## src/rtl/memory_read_arbiter_pkg.sv

```systemverilog
// Shared AXI constants, datapath typedefs and helpers for the memory read arbiter.
package MemoryReadArbiterTypes;

  localparam logic [1:0] AXI_BURST_INCR = 2'b01;
  localparam logic [1:0] AXI_RESP_OKAY  = 2'b00;

  localparam int unsigned REQUESTER_INDEX_WIDTH = 3;

  typedef logic [REQUESTER_INDEX_WIDTH-1:0] RequesterIndexPath;
  typedef logic [2:0]                       OutstandingCountPath;

  // AXI ARSIZE encoding for a full-width beat.
  function automatic logic [2:0] ArSizeOf(input int unsigned dataWidth);
    return 3'($clog2(dataWidth / 8));
  endfunction

endpackage

```

## src/rtl/memory_read_arbiter_round_robin_picker.sv

```systemverilog
// Combinational round-robin picker: first eligible index at or after the pointer, wrapping.
module round_robin_picker #(
  parameter int unsigned N        = 4,
  parameter int unsigned IdxWidth = (N > 1) ? $clog2(N) : 1
) (
  input  logic [N-1:0]        eligible,
  input  logic [IdxWidth-1:0] pointer,
  output logic [N-1:0]        grant,
  output logic [IdxWidth-1:0] grantIdx,
  output logic                grantValid
);

  // Scan N candidates starting at the pointer; the first hit wins.
  always_comb begin
    logic [IdxWidth-1:0] idx;
    grant      = '0;
    grantIdx   = '0;
    grantValid = 1'b0;
    idx        = '0;
    for (int k = 0; k < int'(N); k++) begin
      idx = IdxWidth'((int'(pointer) + k) % int'(N));
      if (!grantValid && eligible[idx]) begin
        grantValid  = 1'b1;
        grant[idx]  = 1'b1;
        grantIdx    = idx;
      end
    end
  end

endmodule

```

## src/rtl/memory_read_arbiter.sv

```systemverilog
// Round-robin arbiter sharing the AXI4 AR/R channels between internal read requesters.
// Each grant issues one fixed-length INCR burst tagged with ARID = requester index.
module memory_read_arbiter
  import MemoryReadArbiterTypes::*;
#(
  parameter int unsigned REQUESTER_NUM   = 4,
  parameter int unsigned ADDR_WIDTH      = 32,
  parameter int unsigned DATA_WIDTH      = 64,
  parameter int unsigned ID_WIDTH        = 3,
  parameter int unsigned BURST_LEN       = 8,
  parameter int unsigned MAX_OUTSTANDING = 2
) (
  input  logic                              clk,
  input  logic                              rst,
  input  logic [REQUESTER_NUM-1:0]          reqValid,
  input  logic [REQUESTER_NUM*ADDR_WIDTH-1:0] reqAddr,
  output logic [REQUESTER_NUM-1:0]          reqReady,
  output logic [REQUESTER_NUM-1:0]          respValid,
  output logic [DATA_WIDTH-1:0]             respData,
  output logic                              respLast,
  output logic                              errFlag,
  output logic [ID_WIDTH-1:0]               arId,
  output logic [ADDR_WIDTH-1:0]             arAddr,
  output logic [7:0]                        arLen,
  output logic [2:0]                        arSize,
  output logic [1:0]                        arBurst,
  output logic                              arValid,
  input  logic                              arReady,
  input  logic [ID_WIDTH-1:0]               rId,
  input  logic [DATA_WIDTH-1:0]             rData,
  input  logic [1:0]                        rResp,
  input  logic                              rLast,
  input  logic                              rValid,
  output logic                              rReady
);

  localparam int unsigned IdxWidth   = (REQUESTER_NUM > 1) ? $clog2(REQUESTER_NUM) : 1;
  localparam int unsigned OffsetBits = $clog2(BURST_LEN * DATA_WIDTH / 8);

  logic                      arValidQ;
  logic [ID_WIDTH-1:0]       arIdQ;
  logic [ADDR_WIDTH-1:0]     arAddrQ;
  logic [IdxWidth-1:0]       rrPtrQ, rrPtrD;
  OutstandingCountPath       outstandingQ [REQUESTER_NUM];
  OutstandingCountPath       outstandingD [REQUESTER_NUM];
  logic [REQUESTER_NUM-1:0]  respValidQ, respValidD;
  logic [DATA_WIDTH-1:0]     respDataQ;
  logic                      respLastQ;
  logic                      errFlagQ;

  logic [ADDR_WIDTH-1:0]     reqAddrArr [REQUESTER_NUM];
  logic [REQUESTER_NUM-1:0]  eligible, grant;
  logic [IdxWidth-1:0]       grantIdx;
  logic                      grantValid, loadOk, grantFire, idInRange;
  logic [ADDR_WIDTH-1:0]     alignedAddr;

  for (genvar g = 0; g < int'(REQUESTER_NUM); g++) begin : gen_req
    assign reqAddrArr[g] = reqAddr[g*ADDR_WIDTH +: ADDR_WIDTH];
    assign eligible[g]   = reqValid[g] &&
                           (outstandingQ[g] < OutstandingCountPath'(MAX_OUTSTANDING));
  end

  // The AR register can take a new burst when empty or being handed off this cycle.
  assign loadOk    = !arValidQ || arReady;
  assign grantFire = grantValid && loadOk && !rst;
  assign reqReady  = grantFire ? grant : '0;
  assign idInRange = (32'(rId) < REQUESTER_NUM);

  round_robin_picker #(
    .N        (REQUESTER_NUM),
    .IdxWidth (IdxWidth)
  ) u_picker (
    .eligible   (eligible),
    .pointer    (rrPtrQ),
    .grant      (grant),
    .grantIdx   (grantIdx),
    .grantValid (grantValid)
  );

  // Burst-align the granted address and advance the round-robin pointer past the winner.
  always_comb begin
    alignedAddr                 = reqAddrArr[grantIdx];
    alignedAddr[OffsetBits-1:0] = '0;
    rrPtrD = rrPtrQ;
    if (grantFire) begin
      rrPtrD = (grantIdx == IdxWidth'(REQUESTER_NUM - 1)) ? '0 : grantIdx + IdxWidth'(1);
    end
  end

  // Per-requester outstanding bursts: +1 on grant, -1 on own rLast, saturating at 0.
  always_comb begin
    logic inc, dec;
    inc = 1'b0;
    dec = 1'b0;
    for (int i = 0; i < int'(REQUESTER_NUM); i++) begin
      inc = grantFire && (grantIdx == IdxWidth'(i));
      dec = rValid && rLast && (rId == ID_WIDTH'(i));
      outstandingD[i] = outstandingQ[i];
      if (inc && !dec) begin
        outstandingD[i] = outstandingQ[i] + 3'd1;
      end else if (dec && !inc && (outstandingQ[i] != '0)) begin
        outstandingD[i] = outstandingQ[i] - 3'd1;
      end
    end
  end

  // One-hot routing of the incoming beat by RID; out-of-range IDs route nowhere.
  always_comb begin
    respValidD = '0;
    for (int i = 0; i < int'(REQUESTER_NUM); i++) begin
      respValidD[i] = rValid && (rId == ID_WIDTH'(i));
    end
  end

  // AR holding register; fields only change on a load so they stay stable under stall.
  always_ff @(posedge clk) begin
    if (rst) begin
      arValidQ <= 1'b0;
    end else if (loadOk) begin
      arValidQ <= grantFire;
      if (grantFire) begin
        arIdQ   <= ID_WIDTH'(grantIdx);
        arAddrQ <= alignedAddr;
      end
    end
  end

  // Round-robin pointer and outstanding counters.
  always_ff @(posedge clk) begin
    if (rst) begin
      rrPtrQ <= '0;
      for (int i = 0; i < int'(REQUESTER_NUM); i++) outstandingQ[i] <= '0;
    end else begin
      rrPtrQ <= rrPtrD;
      for (int i = 0; i < int'(REQUESTER_NUM); i++) outstandingQ[i] <= outstandingD[i];
    end
  end

  // Registered R return path and sticky error flag.
  always_ff @(posedge clk) begin
    if (rst) begin
      respValidQ <= '0;
      respLastQ  <= 1'b0;
      errFlagQ   <= 1'b0;
    end else begin
      respValidQ <= respValidD;
      respLastQ  <= rValid && rLast && idInRange;
      if (rValid) respDataQ <= rData;
      if (rValid && ((rResp != AXI_RESP_OKAY) || !idInRange)) errFlagQ <= 1'b1;
    end
  end

  assign arValid   = arValidQ;
  assign arId      = arIdQ;
  assign arAddr    = arAddrQ;
  assign arLen     = 8'(BURST_LEN - 1);
  assign arSize    = ArSizeOf(DATA_WIDTH);
  assign arBurst   = AXI_BURST_INCR;
  assign respValid = respValidQ;
  assign respData  = respDataQ;
  assign respLast  = respLastQ;
  assign errFlag   = errFlagQ;
  assign rReady    = 1'b1;

endmodule

```

## config.mk

```make
export PLATFORM = sky130hd
export DESIGN_NAME = memory_read_arbiter
export DESIGN_NICKNAME = d
export VERILOG_FILES = /design/src/rtl/memory_read_arbiter_pkg.sv /design/src/rtl/memory_read_arbiter_round_robin_picker.sv /design/src/rtl/memory_read_arbiter.sv
export SDC_FILE = /design/constraint.sdc
export NUM_CORES = 1
export LEC_CHECK = 0
export CORE_MARGIN = 4
export CORE_UTILIZATION = 38
export DETAILED_ROUTE_END_ITERATION = 10
export PLACE_DENSITY_LB_ADDON = 0.05
export SETUP_SLACK_MARGIN = 0.1
export SLEW_MARGIN = 20
export SYNTH_ARGS = -nofsm -noshare
export SYNTH_HDL_FRONTEND = slang
export SYNTH_SLANG_ARGS = --single-unit
```

## constraint.sdc

```tcl
create_clock -name clk -period 5.9 [get_ports clk]
set_input_delay 1.475 -clock clk [delete_from_list [all_inputs] [get_ports clk]]
set_output_delay 1.475 -clock clk [all_outputs]
set_load 0.02 [all_outputs]
```

* After elaboration in Yosys (flattened, before gate mapping)
Memory sizes are Yosys's and may differ from the RTL's. Cells that the tools add are included.
Cells by class: $add $sub $neg 12, $mul 0, divide/modulo/power cells 0, order comparisons 14, equal/unequal tests 6, shift operators 0, muxes and demuxes 48, bitwise logic cells 9, reductions and logical operators 65
Operators by type and width (number):
- binary-select mux 32 bit (select 2 bit) | 1
- two-way mux 32 bit | 2
- logical AND 1 bit | 40
- two-way mux 3 bit | 12
- two-way mux 4 bit | 5
- two-way mux 1 bit | 15
- logical NOT 1 bit | 14
- adder 3 x 1 -> 3 bit (second input constant) | 4
- less-than comparator 2 x 3 -> 1 bit (second input constant) | 4
- less-than comparator 3 x 2 -> 1 bit (second input constant) | 4
- OR 4 bit | 3
- nonzero test 3 bit | 4
- subtractor 3 x 1 -> 3 bit (second input constant) | 4
- two-way mux 2 bit | 5
- binary-select mux 1 bit (select 2 bit) | 4
- demux 1 bit (select 2 bit) | 4
- >= comparator 2 x 1 -> 1 bit (second input constant) | 4
- == test 3 x 2 -> 1 bit (second input constant) | 2
- adder 2 x 1 -> 2 bit (second input constant) | 2
- adder 2 bit (second input constant) | 2
- == test 2 bit (second input constant) | 2
- OR 1 bit | 4
- == test 3 x 1 -> 1 bit (second input constant) | 1
- >= comparator 3 bit (second input constant) | 1
- 10 further kinds | 11
Word-level totals: register bits 101, bits in latches 0, RAM bits 12, memory bits (read-only) 0, bits of input ports 206, output and inout port bits 124, word-level logic and storage cells 163, memories kept 1
Memory list:
- outstandingQ | words 4, bits a word 3, rd ports 4, clocked after memory_dff 0, write ports 4, line memory_read_arbiter.sv:44 | OutstandingCountPath outstandingQ [REQUESTER_NUM];

* Depth between registers and ports, before layout
Gate-level depths: netlist of the first run. An unclocked memory read counts as a cell.
word-level depth 24, depth in mapped cells 13, gate-level depth less buffers 12

* Modules after synthesis
From an unflattened synthesis of the first run, not the netlist that was laid out.
Unflattened totals: cell total of the unflattened synthesis 331, area, all modules 5161.2 um2
Modules (own cells, without submodules):
- memory_read_arbiter | instances 1, cells an instance 286, area an instance 4739.5 um2, sequential area each 3183.1 um2
- round_robin_picker | instances 1, cells an instance 45, area an instance 421.7 um2, sequential area each 0.0 um2

* Least setup slack after synthesis of the first run
Ideal clock, no wire load.
kind input to register, start point input reqValid[1], end point memory outstandingQ[3][2] (netlist name), setup time 0.062 ns, arrival 4.816 ns, data required time 5.838 ns, slack 1.022 ns, stages 12, path buffers 1, cell sequence nor3b_2 nor4_1 or3_1 clkbuf_1 inv_1 o21ai_1 nor3_4 nand2_1 fa_1 or3_1 or4_1 nand3_1
RTL lines:
- from (decl) | line memory_read_arbiter.sv:15 | input logic [REQUESTER_NUM-1:0] reqValid,
- to (decl) | line memory_read_arbiter.sv:44

* Worst setup path in the final report of the first run
start point input reqValid[0], end point output reqReady[1]
On the way: longest elaborated chain between the ends 16, elaborated cells between the ends (all ways) 29, those cells by class mux (17); bitwise (3); reduce/logical (9)
RTL lines:
- logical AND 1 bit * | line memory_read_arbiter.sv:59 | assign eligible[g] = reqValid[g] &&
- binary-select mux 1 bit (select 2 bit) | line memory_read_arbiter_round_robin_picker.sv:22 | if (!grantValid && eligible[idx]) begin
- two-way mux 1 bit (not written as such) | line memory_read_arbiter_round_robin_picker.sv:22
- two-way mux 1 bit | line memory_read_arbiter_round_robin_picker.sv:22
- logical NOT 1 bit | line memory_read_arbiter_round_robin_picker.sv:22
- logical AND 1 bit | line memory_read_arbiter_round_robin_picker.sv:22
- two-way mux 1 bit | line memory_read_arbiter_round_robin_picker.sv:22
- logical NOT 1 bit | line memory_read_arbiter_round_robin_picker.sv:22
- logical AND 1 bit | line memory_read_arbiter_round_robin_picker.sv:22
- two-way mux 1 bit | line memory_read_arbiter_round_robin_picker.sv:22
- logical NOT 1 bit | line memory_read_arbiter_round_robin_picker.sv:22
- logical AND 1 bit | line memory_read_arbiter_round_robin_picker.sv:22
- two-way mux 1 bit | line memory_read_arbiter_round_robin_picker.sv:22
- logical AND 1 bit (2 in series) | line memory_read_arbiter.sv:65 | assign grantFire = grantValid && loadOk && !rst;
- two-way mux 4 bit * | line memory_read_arbiter.sv:66 | assign reqReady = grantFire ? grant : '0;
- to (decl) | line memory_read_arbiter.sv:17 | output logic [REQUESTER_NUM-1:0] reqReady,
Every way passes the cells marked *; elsewhere a longest branch is shown, timed or not. The select of a mux whose other input is x is not followed.

==> results of run 1 <==
[per-stage QoR]
| stage | cells | setup slack, ns | hold slack, ns | util [%] | total power [mW] |
|---|---|---|---|---|---|
| floorplan | 487 | 1.02 | 0.504 | - | 2.76 |
| global route | 953 | 0.199 | 0.531 | 63.4 | 4.84 |
| detailed placement | 920 | 0.336 | 0.476 | 59.0 | 3.45 |
| global placement | 920 | 0.320 | 0.460 | 59.0 | 3.40 |
| CTS | 952 | 0.321 | 0.498 | 63.4 | 4.59 |
| finish | 953 | 0.302 | 0.498 | 63.4 | 4.55 |
[sequential cells by signal, indices dropped and copies added (netlist names)]
register      cells
errFlag           1
outstandingQ     12
respLast          1
arId              2
respValid         4
arAddr           26
rrPtrQ            2
respData         64
arValid           1
[worst max-delay path, delay by kind of cell]
kind	cells	cell delay (ns)
buf+inv	2	1.13
simple gates	4	1.13
compound gates	2	0.38
[power groups by stage]
| stage | combinational, mW | clock [mW] | sequential [mW] |
|---|---|---|---|
| after global routing | 2.38 | 1.18 | 1.28 |
| after CTS | 2.20 | 1.14 | 1.26 |
| after detailed placement | 2.18 | 0 | 1.27 |
| after global placement | 2.15 | 0 | 1.26 |
| final | 2.18 | 1.12 | 1.26 |
| after floorplan | 1.36 | 0 | 1.41 |
[how the worst min path moves through the flow]
| stage | slack, ns | end | cells after the start |
|---|---|---|---|
| floorplan | 0.50 | outstandingQ[3][0] | 1 |
| global placement | 0.46 | errFlag | 2 |
| detailed placement | 0.48 | errFlag | 2 |
| CTS | 0.50 | errFlag | 2 |
| global route | 0.53 | errFlag | 2 |
| finish | 0.50 | errFlag | 2 |
[layout by cell type (no fill, tap or decap), drive strengths merged, types with 21 or more instances in the layout]
cell type      Yosys  routed
mux2              27      27
nand2             24      24
nor2              44      44
clkbuf             9      23
nand3             23      23
mux2i             31      31
dfxtp             21      21
conb               2      21
a21oi             38      38
clkdlybuf4s50      0     284
edfxtp            92      92
[logic make-up after synthesis]
group	count (synthesis)	share of synthesized area, %
flip-flops	113	56.1
buffers and inverters	54	5.67
AND/OR/NAND/NOR	151	14.8
other	2	0.132
XOR/XNOR	4	0.618
adder cells (fa/ha/maj)	12	3.18
multiplexers	59	11.2
AO/OA/AOI/OAI	73	8.19
[area by class of cell]
class / count / area [µm²] / area share, %
flip-flops and latches: 113 / 3180 / 34.4
inverters: 10 / 37.5 / 0.406
well taps: 184 / 230 / 2.49
clock inverters: 9 / 180 / 1.95
multi-input cells: 320 / 2240 / 24.2
repair buffers: 293 / 2910 / 31.5
diodes: 1 / 2.50 / 0.0270
clock buffers: 23 / 468 / 5.06
[routing by layer]
layer / wire [µm] / up-vias / global-route usage, %
li1: - / 2292 / -
met1: 7040 / 2295 / 24.1
met2: 9990 / 180 / 39.3
met3: 1720 / 18 / 8.27
met4: 233 / 4 / 6.05
met5: 21 / - / 0
==> results.json, run 1 <==
{
  "synth.avg_cell_area_um2": 12.1,
  "fmax_mhz": 179,
  "p_clk_share_pct": 24.5,
  "first_pass_iters": 4,
  "cts_max_level": 4,
  "cts_buffers": 17,
  "synth_top_area_share_pct": 48.7,
  "grt_pass1_wl_mm": 27.5,
  "cp.arrival_ns": 4.12,
  "crit_type": "input port to primary output",
  "fin_crit_ns": 5.60,
  "rsz0062_at_grt": "false",
  "placementRows": 44,
  "grt_use_total_pct": 21.9,
  "yosysMostFrequentCell": "edfxtp_1",
  "slowest_stage": "clkdlybuf4s50_1",
  "fp.dieW_um": 130,
  "crit_path_start_kind": "input port",
  "grt_start_max_net_pins": 56,
  "drc_errors": 0,
  "fin_area_um2": 9250,
  "setup-tns-final_ns": 0,
  "clockRootBuffer": "clkbuf_16",
  "r2r_setup_slack_ns": 1.43,
  "slew_viol_final": 0,
  "leakagePower_nw": 3.46,
  "synth_area_leaders": "edfxtp_1 49%, dfxtp_1 7.4%, mux2i_1 5.5%",
  "cts_sinks": 113,
  "grt_pass1_vias": 4814,
  "ioPinCount": 330,
  "initial_core_util_pct": 38.9,
  "die_y_um": 130,
  "portBuffers": 284,
  "pwr-share-seq_pct": 27.6,
  "cp-end-kind": "primary output",
  "status": "completed",
  "ys_types": 59,
  "vias": 4789,
  "hold_buffers": 0,
  "clkTransAtPathRegs_ns": 0.05,
  "crit_end": "reqReady[1]",
  "dieArea_um2": 16900,
  "comb_power_share_pct": 47.9,
  "insertion_delay_ns": 0.40,
  "async_flop_share_pct": 0,
  "worstReg2RegStart": "rrPtrQ[0]",
  "cts_resized": 0,
  "synth_commonest_cells": "92 x edfxtp_1, 43 x nor2_1, 38 x a21oi_1",
  "reg2reg_depth": 12,
  "switching_power_mw": 1.66,
  "worstPathCellList": "clkdlybuf4s50_1, or3b_1, or4_1, a31o_1, nand2_1, nand2_1, a21oi_1, clkdlybuf4s50_1",
  "gr-total-overflow": 0,
  "ys_warn_count": 0,
  "final_nets": 973,
  "worst-path-max-fanout": 4,
  "hp-start": "errFlag",
  "synth_area_um2": 5670,
  "drt-total-wl_mm": 19.0,
  "slew_headroom_pct": 46.7,
  "drive_gt1_share_pct": 11.2,
  "required_ns": 4.43,
  "yosys.area.top_type": "edfxtp_1",
  "synth-edff-count": 92,
  "core_area_um2": 14600,
  "maxCapViolCount": 0,
  "hpwl_mm": 15.0,
  "setup_viol": 0,
  "yosys_register_bits": 113,
  "cpPeakStageDelay_ns": 0.63,
  "antenna_found_initial": 3,
  "p_int_mw": 2.90,
  "worst_clock_skew_ns": 0.00682,
  "routedWlPerCell_um": 19.9,
  "cts_buffer_depth": 2,
  "syn_inst": 468,
  "synth_ff_type": "edfxtp_1",
  "power_density_nw_per_um2": 492,
  "ant_nets": 0,
  "peakVddDrop_mv": 0.378,
  "p_sw_share_pct": 36.4,
  "routabilityCongestion": 0.839,
  "post_cts_buffers": 0,
  "finalCritPeriodShare_pct": 94.9,
  "place_area_um2": 8600,
  "ys_seq_area_share_pct": 56.1,
  "hold_viol": 0,
  "holdCritPathClass": "flop to flop",
  "cts_tree": "done",
  "reg2reg_to": "outstandingQ[3][2]",
  "n_fill_cell": 1152,
  "area_growth_pct": 63.2,
  "via_per_inst": 5.03,
  "drt_iter0_markers": 284,
  "worst_slew_pin_slew_ns": 0.800,
  "startpoint": "reqValid[0]"
}
Note: power is estimated with default switching activity, not from simulation.
==> inputs of run 2 (changes only) <==
--- a/config.mk
+++ b/config.mk
@@ -6,7 +6,7 @@
 export NUM_CORES = 1
 export LEC_CHECK = 0
 export CORE_MARGIN = 4
-export CORE_UTILIZATION = 38
+export CORE_UTILIZATION = 37
 export DETAILED_ROUTE_END_ITERATION = 10
 export PLACE_DENSITY_LB_ADDON = 0.05
 export SETUP_SLACK_MARGIN = 0.1
==> results.json, run 2 (synthesized netlist as in run 1, its figures left out) <==
{
  "n_fill_cell": 1150,
  "setup_viol": 0,
  "drc_errors": 0,
  "dp_cells": 917,
  "worst_slew_pin_slew_ns": 0.870,
  "slowest_stage": "clkdlybuf4s50_1",
  "grt_pass1_wl_mm": 29.1,
  "setup-tns-final_ns": 0,
  "worst_clock_skew_ns": 0.00759,
  "post_cts_buffers": 0,
  "fin_crit_ns": 5.66,
  "cp.arrival_ns": 4.18,
  "hpwl_mm": 14.9,
  "maxCapViolCount": 0,
  "crit_type": "input port to primary output",
  "holdCritPathClass": "flop to flop",
  "rsz0062_at_grt": "false",
  "peakVddDrop_mv": 0.483,
  "required_ns": 4.43,
  "cp-end-kind": "primary output",
  "hold_viol": 0,
  "vias": 4811,
  "antenna_found_initial": 1,
  "holdPathStages": 2,
  "crit_path_start_kind": "input port",
  "worstReg2RegStart": "rrPtrQ[0]",
  "fin_util_pct": 62.4,
  "portBuffers": 284,
  "drive_gt1_share_pct": 11.0,
  "largest_reg_flops": 64,
  "status": "completed",
  "fin_cells": 948,
  "grt_pass1_vias": 4706,
  "fp.dieW_um": 132,
  "final_common_cell": "clkdlybuf4s50_1",
  "reg2reg_to": "outstandingQ[3][2]",
  "place_area_um2": 8590,
  "initial_core_util_pct": 38.4,
  "whs_endpoint": "errFlag",
  "cts_tree": "done",
  "cts_buffer_depth": 2,
  "area_growth_pct": 62.5,
  "cpPeakStageDelay_ns": 0.62,
  "worstPathCellList": "clkdlybuf4s50_1, or3b_1, or4_1, a31o_1, nand2_1, nand2_1, a21oi_1, clkdlybuf4s50_1",
  "fmax_mhz": 177,
  "hp-start": "errFlag",
  "placementRows": 44,
  "worst-path-max-fanout": 6,
  "ioPinCount": 330,
  "grt_use_total_pct": 21.7,
  "cts_buffers": 17,
  "first_pass_iters": 5,
  "n_antenna_cell": 0,
  "die_y_um": 132,
  "gr-total-overflow": 0,
  "drt-total-wl_mm": 19.2,
  "cts_max_level": 4,
  "clkTransAtPathRegs_ns": 0.05,
  "insertion_delay_ns": 0.41,
  "dieArea_um2": 17400,
  "crit_family": "simple AND/OR/NAND/NOR gates",
  "via_per_inst": 5.07,
  "path_buf_inv": 2,
  "slew_headroom_pct": 41.9,
  "reg2reg_depth": 12,
  "final_cell_mix": "281 x clkdlybuf4s50_1, 92 x edfxtp_1, 43 x nor2_1, 38 x a21oi_1, 31 x mux2i_1",
  "r2r_setup_slack_ns": 1.31,
  "fin_area_um2": 9210,
  "leakagePower_nw": 3.48,
  "routedWlPerCell_um": 20.3,
  "slew_viol_final": 0,
  "finalCritPeriodShare_pct": 95.9,
  "power_density_nw_per_um2": 486,
  "final_nets": 970,
  "routabilityCongestion": 0.850,
  "grt_start_max_net_pins": 56,
  "clockRootBuffer": "clkbuf_16",
  "ant_nets": 0,
  "drt_iter0_markers": 257,
  "core_area_um2": 14800,
  "cts_sinks": 113
}
run 2: cell types whose count changed in the layout (fill, tap and decap cells not counted), sizes merged:
cell	delta
clkbuf	-6
buf	-3
clkdlybuf4s50	-3
dlymetal6s2s	+3
inv	+3
clkinv	+2
bufinv	-1
clkinvlp	+1
diode	-1
run 2: routing by layer:
metal	track usage [%]	vias to the layer above	wire length [µm]
met5	0	-	13
met2	39.3	184	10300
met1	24.1	2322	7290
li1	-	2284	-
met4	5.37	2	178
met3	8.13	19	1460
run 2: what timing repair did:
action	in CTS	in global routing
resized for setup	0	3
hold buffers	0	0
endpoints found under the setup margin	0	3
run 2: worst min-delay path: cells and delay by family, from the launching register on:
family,cells,cell delay [ns]
and+or+nand+nor,1,0.07
DFF,1,0.32
AOI/OAI and AO/OA,1,0.04
run 2: area by class of cell:
class	count	area (µm²)	share of cell area, %
sequential	113	3180	34.6
clock inverter	14	188	2.04
timing repair buffer	290	2910	31.6
tap	184	230	2.50
multi-input combinational	320	2240	24.3
inverter	10	37.5	0.407
clock buffer	17	425	4.62
run 2: worst max path at each step:
stage,from,endpoint,slack (ns),depth (start not counted)
CTS,reqValid[0],reqReady[3],0.23,8
floorplan,reqValid[1],outstandingQ[3][2],1.02,12
global route,reqValid[0],reqReady[1],0.11,8
detailed placement,reqValid[0],reqReady[3],0.26,8
finish,reqValid[0],reqReady[1],0.24,8
global placement,reqValid[0],reqReady[3],0.28,8
run 2: stage by stage:
| step | hold slack (ns) | power, mW | setup WS (ns) |
|---|---|---|---|
| after global routing | 0.543 | 4.78 | 0.108 |
| after global placement | 0.453 | 3.39 | 0.280 |
| final | 0.474 | 4.48 | 0.243 |
| after detailed placement | 0.472 | 3.44 | 0.256 |
| after floorplan | 0.504 | 2.76 | 1.02 |
| after CTS | 0.485 | 4.52 | 0.232 |
run 2: report_power, final:
| part | internal [mW] | switching [mW] | leakage (nW) |
|---|---|---|---|
| Combinational | 0.971 | 1.19 | 2.15 |
| Sequential | 1.13 | 0.124 | 1.04 |
| Clock | 0.703 | 0.362 | 0.295 |
| Total | 2.81 | 1.67 | 3.48 |
